### src/rtl/iob_ethmac_mem_arbiter_pkg.sv
// rtl/iob_ethmac_mem_arbiter_pkg.sv - shared types and sizing helpers for the ethmac memory arbiter
package iob_ethmac_arb_pkg;

  // Arbiter FSM encoding
  typedef enum logic {
    IDLE = 1'b0,
    BUSY = 1'b1
  } state_t;

  localparam int DEF_N_REQ  = 2;
  localparam int DEF_ADDR_W = 32;
  localparam int DEF_DATA_W = 32;

  // Byte-strobe width for a given data width
  function automatic int calc_wstrb_w(input int data_w);
    return data_w / 8;
  endfunction

  // Requester index width, never narrower than one bit
  function automatic int calc_idx_w(input int n_req);
    return (n_req > 1) ? $clog2(n_req) : 1;
  endfunction

endpackage

### src/rtl/iob_ethmac_mem_arbiter_if.sv
// rtl/iob_ethmac_mem_arbiter_if.sv - requester-side and memory-side IOb signals of the arbiter
interface iob_ethmac_mem_arbiter_if #(
  parameter int N_REQ  = 2,
  parameter int ADDR_W = 32,
  parameter int DATA_W = 32
);

  logic [N_REQ-1:0]          req_valid_i;
  logic [N_REQ*ADDR_W-1:0]   req_addr_i;
  logic [N_REQ*DATA_W-1:0]   req_wdata_i;
  logic [N_REQ*DATA_W/8-1:0] req_wstrb_i;
  logic [DATA_W-1:0]         req_rdata_o;
  logic [N_REQ-1:0]          req_ready_o;

  logic                      m_valid_o;
  logic [ADDR_W-1:0]         m_addr_o;
  logic [DATA_W-1:0]         m_wdata_o;
  logic [DATA_W/8-1:0]       m_wstrb_o;
  logic [DATA_W-1:0]         m_rdata_i;
  logic                      m_ready_i;

  // Arbiter view
  modport slave (
    input  req_valid_i, req_addr_i, req_wdata_i, req_wstrb_i, m_rdata_i, m_ready_i,
    output req_rdata_o, req_ready_o, m_valid_o, m_addr_o, m_wdata_o, m_wstrb_o
  );

  // Environment view: requesters plus memory
  modport master (
    output req_valid_i, req_addr_i, req_wdata_i, req_wstrb_i, m_rdata_i, m_ready_i,
    input  req_rdata_o, req_ready_o, m_valid_o, m_addr_o, m_wdata_o, m_wstrb_o
  );

endinterface

### src/rtl/iob_ethmac_mem_arbiter_rr_picker.sv
// rtl/iob_ethmac_mem_arbiter_rr_picker.sv - combinational first-valid-from-pointer picker with exclude mask
module iob_ethmac_rr_picker #(
  parameter int N_REQ = 2,
  parameter int IDX_W = 1
) (
  input  logic [N_REQ-1:0] i_req,
  input  logic [IDX_W-1:0] i_ptr,
  input  logic [N_REQ-1:0] i_excl,
  output logic [N_REQ-1:0] o_grant,
  output logic [IDX_W-1:0] o_idx,
  output logic             o_any
);

  logic [N_REQ-1:0] w_eff;

  assign w_eff = i_req & ~i_excl;

  // Search upward from the pointer, then wrap and search from index 0
  always_comb begin
    o_grant = '0;
    o_idx   = '0;
    o_any   = 1'b0;
    for (int k = 0; k < N_REQ; k++) begin
      if (!o_any && w_eff[k] && (k >= int'(i_ptr))) begin
        o_any      = 1'b1;
        o_idx      = IDX_W'(k);
        o_grant[k] = 1'b1;
      end
    end
    for (int k = 0; k < N_REQ; k++) begin
      if (!o_any && w_eff[k]) begin
        o_any      = 1'b1;
        o_idx      = IDX_W'(k);
        o_grant[k] = 1'b1;
      end
    end
  end

endmodule

### src/rtl/iob_ethmac_mem_arbiter.sv
// rtl/iob_ethmac_mem_arbiter.sv - N-way IOb memory port arbiter; IOB_ETHMAC_ARB_FIXED_PRIO_EN selects fixed priority
module iob_ethmac_mem_arbiter
  import iob_ethmac_arb_pkg::*;
#(
  parameter int N_REQ  = 2,
  parameter int ADDR_W = 32,
  parameter int DATA_W = 32
) (
  input  logic                   clk_i,
  input  logic                   arst_n_i,
  iob_ethmac_mem_arbiter_if.slave bus,
  output logic [N_REQ-1:0]       grant_o,
  output logic                   busy_o
);

  localparam int WSTRB_W = calc_wstrb_w(DATA_W);
  localparam int IDX_W   = calc_idx_w(N_REQ);

  state_t             r_state;
  state_t             w_state_nxt;
  logic [N_REQ-1:0]   r_grant;
  logic [IDX_W-1:0]   r_gidx;
  logic               r_m_valid;
  logic [ADDR_W-1:0]  r_m_addr;
  logic [DATA_W-1:0]  r_m_wdata;
  logic [WSTRB_W-1:0] r_m_wstrb;

  logic               w_done;
  logic               w_load;
  logic               w_clear;
  logic [N_REQ-1:0]   w_excl;
  logic [IDX_W-1:0]   w_ptr;
  logic [N_REQ-1:0]   w_pick_grant;
  logic [IDX_W-1:0]   w_pick_idx;
  logic               w_pick_any;
  logic [ADDR_W-1:0]  w_sel_addr;
  logic [DATA_W-1:0]  w_sel_wdata;
  logic [WSTRB_W-1:0] w_sel_wstrb;

  // The completing requester still holds valid during its ready cycle, so it sits out that round
  assign w_done = (r_state == BUSY) && bus.m_ready_i;
  assign w_excl = w_done ? r_grant : '0;

`ifdef IOB_ETHMAC_ARB_FIXED_PRIO_EN
  assign w_ptr = '0;
`else
  logic [IDX_W-1:0] r_ptr;
  logic [IDX_W-1:0] w_ptr_inc;

  assign w_ptr_inc = (r_gidx == IDX_W'(N_REQ - 1)) ? '0 : r_gidx + IDX_W'(1);
  assign w_ptr     = w_done ? w_ptr_inc : r_ptr;

  // Round-robin pointer moves past whoever just completed
  always_ff @(posedge clk_i or negedge arst_n_i) begin
    if (!arst_n_i) begin
      r_ptr <= '0;
    end else if (w_done) begin
      r_ptr <= w_ptr_inc;
    end
  end
`endif

  iob_ethmac_rr_picker #(
    .N_REQ (N_REQ),
    .IDX_W (IDX_W)
  ) u_picker (
    .i_req   (bus.req_valid_i),
    .i_ptr   (w_ptr),
    .i_excl  (w_excl),
    .o_grant (w_pick_grant),
    .o_idx   (w_pick_idx),
    .o_any   (w_pick_any)
  );

  // Payload mux driven by the one-hot pick
  always_comb begin
    w_sel_addr  = '0;
    w_sel_wdata = '0;
    w_sel_wstrb = '0;
    for (int k = 0; k < N_REQ; k++) begin
      if (w_pick_grant[k]) begin
        w_sel_addr  = bus.req_addr_i[k*ADDR_W +: ADDR_W];
        w_sel_wdata = bus.req_wdata_i[k*DATA_W +: DATA_W];
        w_sel_wstrb = bus.req_wstrb_i[k*WSTRB_W +: WSTRB_W];
      end
    end
  end

  // Next-state logic: load a winner from IDLE, or re-arbitrate on completion
  always_comb begin
    w_state_nxt = r_state;
    w_load      = 1'b0;
    w_clear     = 1'b0;
    case (r_state)
      IDLE: begin
        if (w_pick_any) begin
          w_load      = 1'b1;
          w_state_nxt = BUSY;
        end
      end
      BUSY: begin
        if (bus.m_ready_i) begin
          if (w_pick_any) begin
            w_load = 1'b1;
          end else begin
            w_clear     = 1'b1;
            w_state_nxt = IDLE;
          end
        end
      end
      default: w_state_nxt = IDLE;
    endcase
  end

  // State register
  always_ff @(posedge clk_i or negedge arst_n_i) begin
    if (!arst_n_i) begin
      r_state <= IDLE;
    end else begin
      r_state <= w_state_nxt;
    end
  end

  // Grant and registered memory-side request; payload is frozen at grant
  always_ff @(posedge clk_i or negedge arst_n_i) begin
    if (!arst_n_i) begin
      r_grant   <= '0;
      r_gidx    <= '0;
      r_m_valid <= 1'b0;
      r_m_addr  <= '0;
      r_m_wdata <= '0;
      r_m_wstrb <= '0;
    end else if (w_load) begin
      r_grant   <= w_pick_grant;
      r_gidx    <= w_pick_idx;
      r_m_valid <= 1'b1;
      r_m_addr  <= w_sel_addr;
      r_m_wdata <= w_sel_wdata;
      r_m_wstrb <= w_sel_wstrb;
    end else if (w_clear) begin
      r_grant   <= '0;
      r_m_valid <= 1'b0;
    end
  end

  assign bus.req_ready_o = (r_state == BUSY) ? (r_grant & {N_REQ{bus.m_ready_i}}) : '0;
  assign bus.req_rdata_o = (r_state == BUSY) ? bus.m_rdata_i : '0;
  assign bus.m_valid_o   = r_m_valid;
  assign bus.m_addr_o    = r_m_addr;
  assign bus.m_wdata_o   = r_m_wdata;
  assign bus.m_wstrb_o   = r_m_wstrb;
  assign grant_o         = r_grant;
  assign busy_o          = (r_state == BUSY);

endmodule

### src/flat_wrapper.sv
// flat-port wrapper written by rule: the top's interface ports become plain ports
module iob_ethmac_mem_arbiter_flat import iob_ethmac_arb_pkg::*;
#(
  parameter int N_REQ  = 2,
  parameter int ADDR_W = 32,
  parameter int DATA_W = 32
)
  (clk_i, arst_n_i, grant_o, busy_o, bus_req_valid_i, bus_req_addr_i, bus_req_wdata_i, bus_req_wstrb_i, bus_m_rdata_i, bus_m_ready_i, bus_req_rdata_o, bus_req_ready_o, bus_m_valid_o, bus_m_addr_o, bus_m_wdata_o, bus_m_wstrb_o);
  iob_ethmac_mem_arbiter_if #(.N_REQ(N_REQ), .ADDR_W(ADDR_W), .DATA_W(DATA_W)) bus_i ();
  input  logic clk_i;
  input  logic arst_n_i;
  output logic [N_REQ-1:0] grant_o;
  output logic busy_o;
  input wire logic [$bits(bus_i.req_valid_i)-1:0] bus_req_valid_i;
  input wire logic [$bits(bus_i.req_addr_i)-1:0] bus_req_addr_i;
  input wire logic [$bits(bus_i.req_wdata_i)-1:0] bus_req_wdata_i;
  input wire logic [$bits(bus_i.req_wstrb_i)-1:0] bus_req_wstrb_i;
  input wire logic [$bits(bus_i.m_rdata_i)-1:0] bus_m_rdata_i;
  input wire logic [$bits(bus_i.m_ready_i)-1:0] bus_m_ready_i;
  output wire logic [$bits(bus_i.req_rdata_o)-1:0] bus_req_rdata_o;
  output wire logic [$bits(bus_i.req_ready_o)-1:0] bus_req_ready_o;
  output wire logic [$bits(bus_i.m_valid_o)-1:0] bus_m_valid_o;
  output wire logic [$bits(bus_i.m_addr_o)-1:0] bus_m_addr_o;
  output wire logic [$bits(bus_i.m_wdata_o)-1:0] bus_m_wdata_o;
  output wire logic [$bits(bus_i.m_wstrb_o)-1:0] bus_m_wstrb_o;
  assign bus_i.req_valid_i = bus_req_valid_i;
  assign bus_i.req_addr_i = bus_req_addr_i;
  assign bus_i.req_wdata_i = bus_req_wdata_i;
  assign bus_i.req_wstrb_i = bus_req_wstrb_i;
  assign bus_i.m_rdata_i = bus_m_rdata_i;
  assign bus_i.m_ready_i = bus_m_ready_i;
  assign bus_req_rdata_o = bus_i.req_rdata_o;
  assign bus_req_ready_o = bus_i.req_ready_o;
  assign bus_m_valid_o = bus_i.m_valid_o;
  assign bus_m_addr_o = bus_i.m_addr_o;
  assign bus_m_wdata_o = bus_i.m_wdata_o;
  assign bus_m_wstrb_o = bus_i.m_wstrb_o;
  iob_ethmac_mem_arbiter #(.N_REQ(N_REQ), .ADDR_W(ADDR_W), .DATA_W(DATA_W)) u_core (.clk_i(clk_i), .arst_n_i(arst_n_i), .bus(bus_i), .grant_o(grant_o), .busy_o(busy_o));
endmodule
### config.mk
export PLATFORM = sky130hd
export DESIGN_NAME = iob_ethmac_mem_arbiter_flat
export DESIGN_NICKNAME = d
export VERILOG_FILES = /design/src/rtl/iob_ethmac_mem_arbiter_pkg.sv /design/src/rtl/iob_ethmac_mem_arbiter_if.sv /design/src/rtl/iob_ethmac_mem_arbiter_rr_picker.sv /design/src/rtl/iob_ethmac_mem_arbiter.sv /design/src/flat_wrapper.sv
export SDC_FILE = /design/constraint.sdc
export NUM_CORES = 1
export LEC_CHECK = 0
export BUFFER_PORTS_ARGS = -buffer_cell sky130_fd_sc_hd__buf_2
export CAP_MARGIN = 40
export CELL_PAD_IN_SITES_DETAIL_PLACEMENT = 1
export CELL_PAD_IN_SITES_GLOBAL_PLACEMENT = 2
export CORE_MARGIN = 8
export CORE_UTILIZATION = 24
export CTS_BUF_LIST = sky130_fd_sc_hd__clkbuf_8
export CTS_CLUSTER_SIZE = 14
export DETAILED_ROUTE_END_ITERATION = 7
export GPL_TIMING_DRIVEN = 0
export PLACE_DENSITY = 0.95
export SLEW_MARGIN = 25
export SYNTH_ARGS = -nofsm -noshare
export SYNTH_HDL_FRONTEND = slang
export SYNTH_SLANG_ARGS = --single-unit
export TNS_END_PERCENT = 100
### constraint.sdc
create_clock -name clk_i -period 4.35 [get_ports clk_i]
set_input_delay 0.435 -clock clk_i [delete_from_list [all_inputs] [get_ports clk_i]]
set_output_delay 0.435 -clock clk_i [all_outputs]
set_load 0.02 [all_outputs]
==> impl_metrics.tcl <==
set metrics [dict create \
    cts_tree "built" \
    core-area_um2 14400 \
    wirelength_um 15900 \
    synth.distinct_cells 23 \
    path_max_fanout 10 \
    ys_warn_count 0 \
    grt_pass1_wl_um 23700 \
    whs_ns 0.0175 \
    clockRootBuffer "clkbuf_8" \
    seqPwrFrac 0.344 \
    clockPowerShare 0.174 \
    avgViaCountPerCell 4.89 \
    vias 3826 \
    path_clk_slew_ns 0.08 \
    yosysSeqAreaShare 0.530 \
    switching_share 0.425 \
    cts_buffers 9 \
    final_cell_mix "buf_2, dfrtp_1, and3_1" \
    die_w_um 137 \
    fin_tns_setup_ns 0 \
    grt_max_degree 43 \
    first_pass_iters 4 \
    initial_utilization 0.243 \
    routed.top_layer "met5" \
    p_switching_mw 1.46 \
    p_leak_nw 3.01 \
    wl_met3_um 1730 \
    fmaxAchievable_mhz 443 \
    maxCapViolations 0 \
    worst_pin_slew_ns 0.485 \
    p_int_mw 1.97 \
    relSlewSlack 0.676 \
    routed-wl-met2_um 7840 \
    num_rows 44 \
    finalCriticalPeriod_ns 2.26 \
    final_nets 766 \
    rsz0062_at_grt "false" \
    final_antenna_net_count 0 \
    critPathKind "flip-flop to output port" \
    die_h_um 137 \
    cts_sinks 74 \
    cts_setup_buffers 0 \
    worstPathArrival_ns 1.82 \
    drive_gt1_frac 0.518 \
    cp-start-kind "flip-flop" \
    clockBufferDepth 2 \
    dp_hpwl_um 12900 \
    power_frac_comb 0.482 \
    avgSynthCellArea_um2 11.5 \
    hold_violations 0 \
    setup_violations 0 \
    crit_required_ns 3.91 \
    hold_path_class "input pin to asynchronous set/reset pin" \
    antenna_found_initial 2 \
    globalRouteTotalUtil 0.165 \
    netlist_area_um2 3490 \
    gp_congestion 0.799 \
    cp-end-kind "output port" \
    powerDensity_nw_per_um2 641 \
    clk_latency_ns 0.36 \
    status "complete, no violations" \
    grt_pass1_vias 4335 \
    met1Wirelength_um 6130 \
    drc 0 \
    grt_overflow 0 \
    syn_to_final_growth_pct 53.4 \
    synth_nets 476 \
    cts_resized 0 \
    die_area_um2 18700 \
    ios 279 \
    hold_buffers 0 \
    fin_skew_ns 0.00639 \
    cts_htree_levels 3 \
    port_buffers 278 \
    drt_iter0_drc 122 \
    wire_per_inst_um 20.3 \
    syn_inst 303 \
    synth-seq-cells 74 \
    layout_worst_path_cycle_share 0.519 \
    vdd_drop_max_v 0.000255 \
    final_max_slew_viol_count 0 \
    final_common_cell "buf_2" \
]
-- power groups by stage --
stage / Sequential (mW) / Clock (mW) / Combinational (mW)
6_report: 1.18 / 0.597 / 1.66
5_1_grt: 1.22 / 0.646 / 1.79
4_1_cts: 1.18 / 0.623 / 1.70
3_5_place_dp: 1.19 / 0 / 1.70
3_3_place_gp: 1.17 / 0 / 1.65
2_1_floorplan: 1.54 / 0 / 0.625
-- worst max-delay path, cell delays in order, from the launching register on --
cell	delay, ns
dfrtp_1	0.45
clkbuf_1	0.37
clkbuf_1	0.29
and2_1	0.19
buf_2	0.17
-- metal layers --
metal / up-vias / track usage
met5: - / 0
met3: 13 / 0.0683
met2: 189 / 0.287
met4: 2 / 0.0506
li1: 1766 / -
met1: 1856 / 0.179
-- cells in the mapped netlist --
cell type	number	area (µm²)
a21o_1	1	7.51
a21oi_1	1	5.00
a221o_1	68	681
a22o_1	2	17.5
a22oi_1	1	7.51
a32oi_2	1	16.3
and2_1	33	206
and3_1	69	432
and4b_1	1	10.0
buf_2	12	60.1
buf_6	2	22.5
clkbuf_1	19	71.3
dfrtp_1	74	1850
inv_1	2	7.51
nand2_1	7	26.3
nand2b_1	1	6.26
nand3_1	1	5.00
nor2b_1	2	12.5
o21a_1	1	7.51
o21ai_0	1	5.00
o21ai_1	2	10.0
o21ai_4	1	16.3
o31ai_1	1	7.51
-- metrics by stage --
stage / power [mW] / utilization / setup WS [ns] / std cells / cell area (µm²)
floorplan: 2.17 / - / 2.57 / 303 / 3490
finish: 3.43 / 0.373 / 2.09 / 783 / 5360
global placement: 2.82 / 0.356 / 2.04 / 765 / 5110
global route: 3.65 / 0.373 / 1.92 / 783 / 5360
detailed placement: 2.88 / 0.357 / 2.03 / 766 / 5140
CTS: 3.50 / 0.373 / 2.04 / 782 / 5360
-- state kept, by name, indices dropped and copies added, names as in the netlist --
| name | count |
|---|---|
| u_core.bus.m_wdata_o | 32 |
| u_core.bus.m_wstrb_o | 4 |
| u_core.r_gidx | 1 |
| u_core.busy_o | 1 |
| u_core.bus.m_valid_o | 1 |
| u_core.r_ptr | 1 |
| u_core.grant_o | 2 |
| u_core.bus.m_addr_o | 32 |
-- cell families after synthesis --
kind of cell,count (synthesis),synth area share
flops,74,0.530
simple gates,114,0.200
buf+inv,35,0.0462
compound gates,80,0.224
-- layout make-up --
class / instances / area (µm²)
Timing Repair Buffer: 279 / 1410
Tap cell: 184 / 230
Clock buffer: 10 / 138
Fill cell: 1725 / 9010
Antenna cell: 1 / 2.50
Multi-Input combinational cell: 194 / 1480
Clock inverter: 6 / 81.3
Buffer: 33 / 154
Sequential cell: 74 / 1850
Inverter: 2 / 7.51
-- final timing paths --
path,endpoint,slack [ns],startpoint,depth (start not counted)
max,bus_req_rdata_o[9],2.09,u_core.busy_o,4
min,u_core.bus.m_addr_o[19],0.02,arst_n_i,1
max reg2reg,u_core.bus.m_addr_o[27],2.26,u_core.busy_o,6
min reg2reg,u_core.r_ptr,0.49,u_core.r_ptr,2
max in group asynchronous,u_core.bus.m_wdata_o[20],3.75,arst_n_i,2
min in group clk_i,u_core.bus.m_wdata_o[24],0.30,bus_req_wdata_i[24],2
No activity file was read; power rests on OpenSTA's default activity.
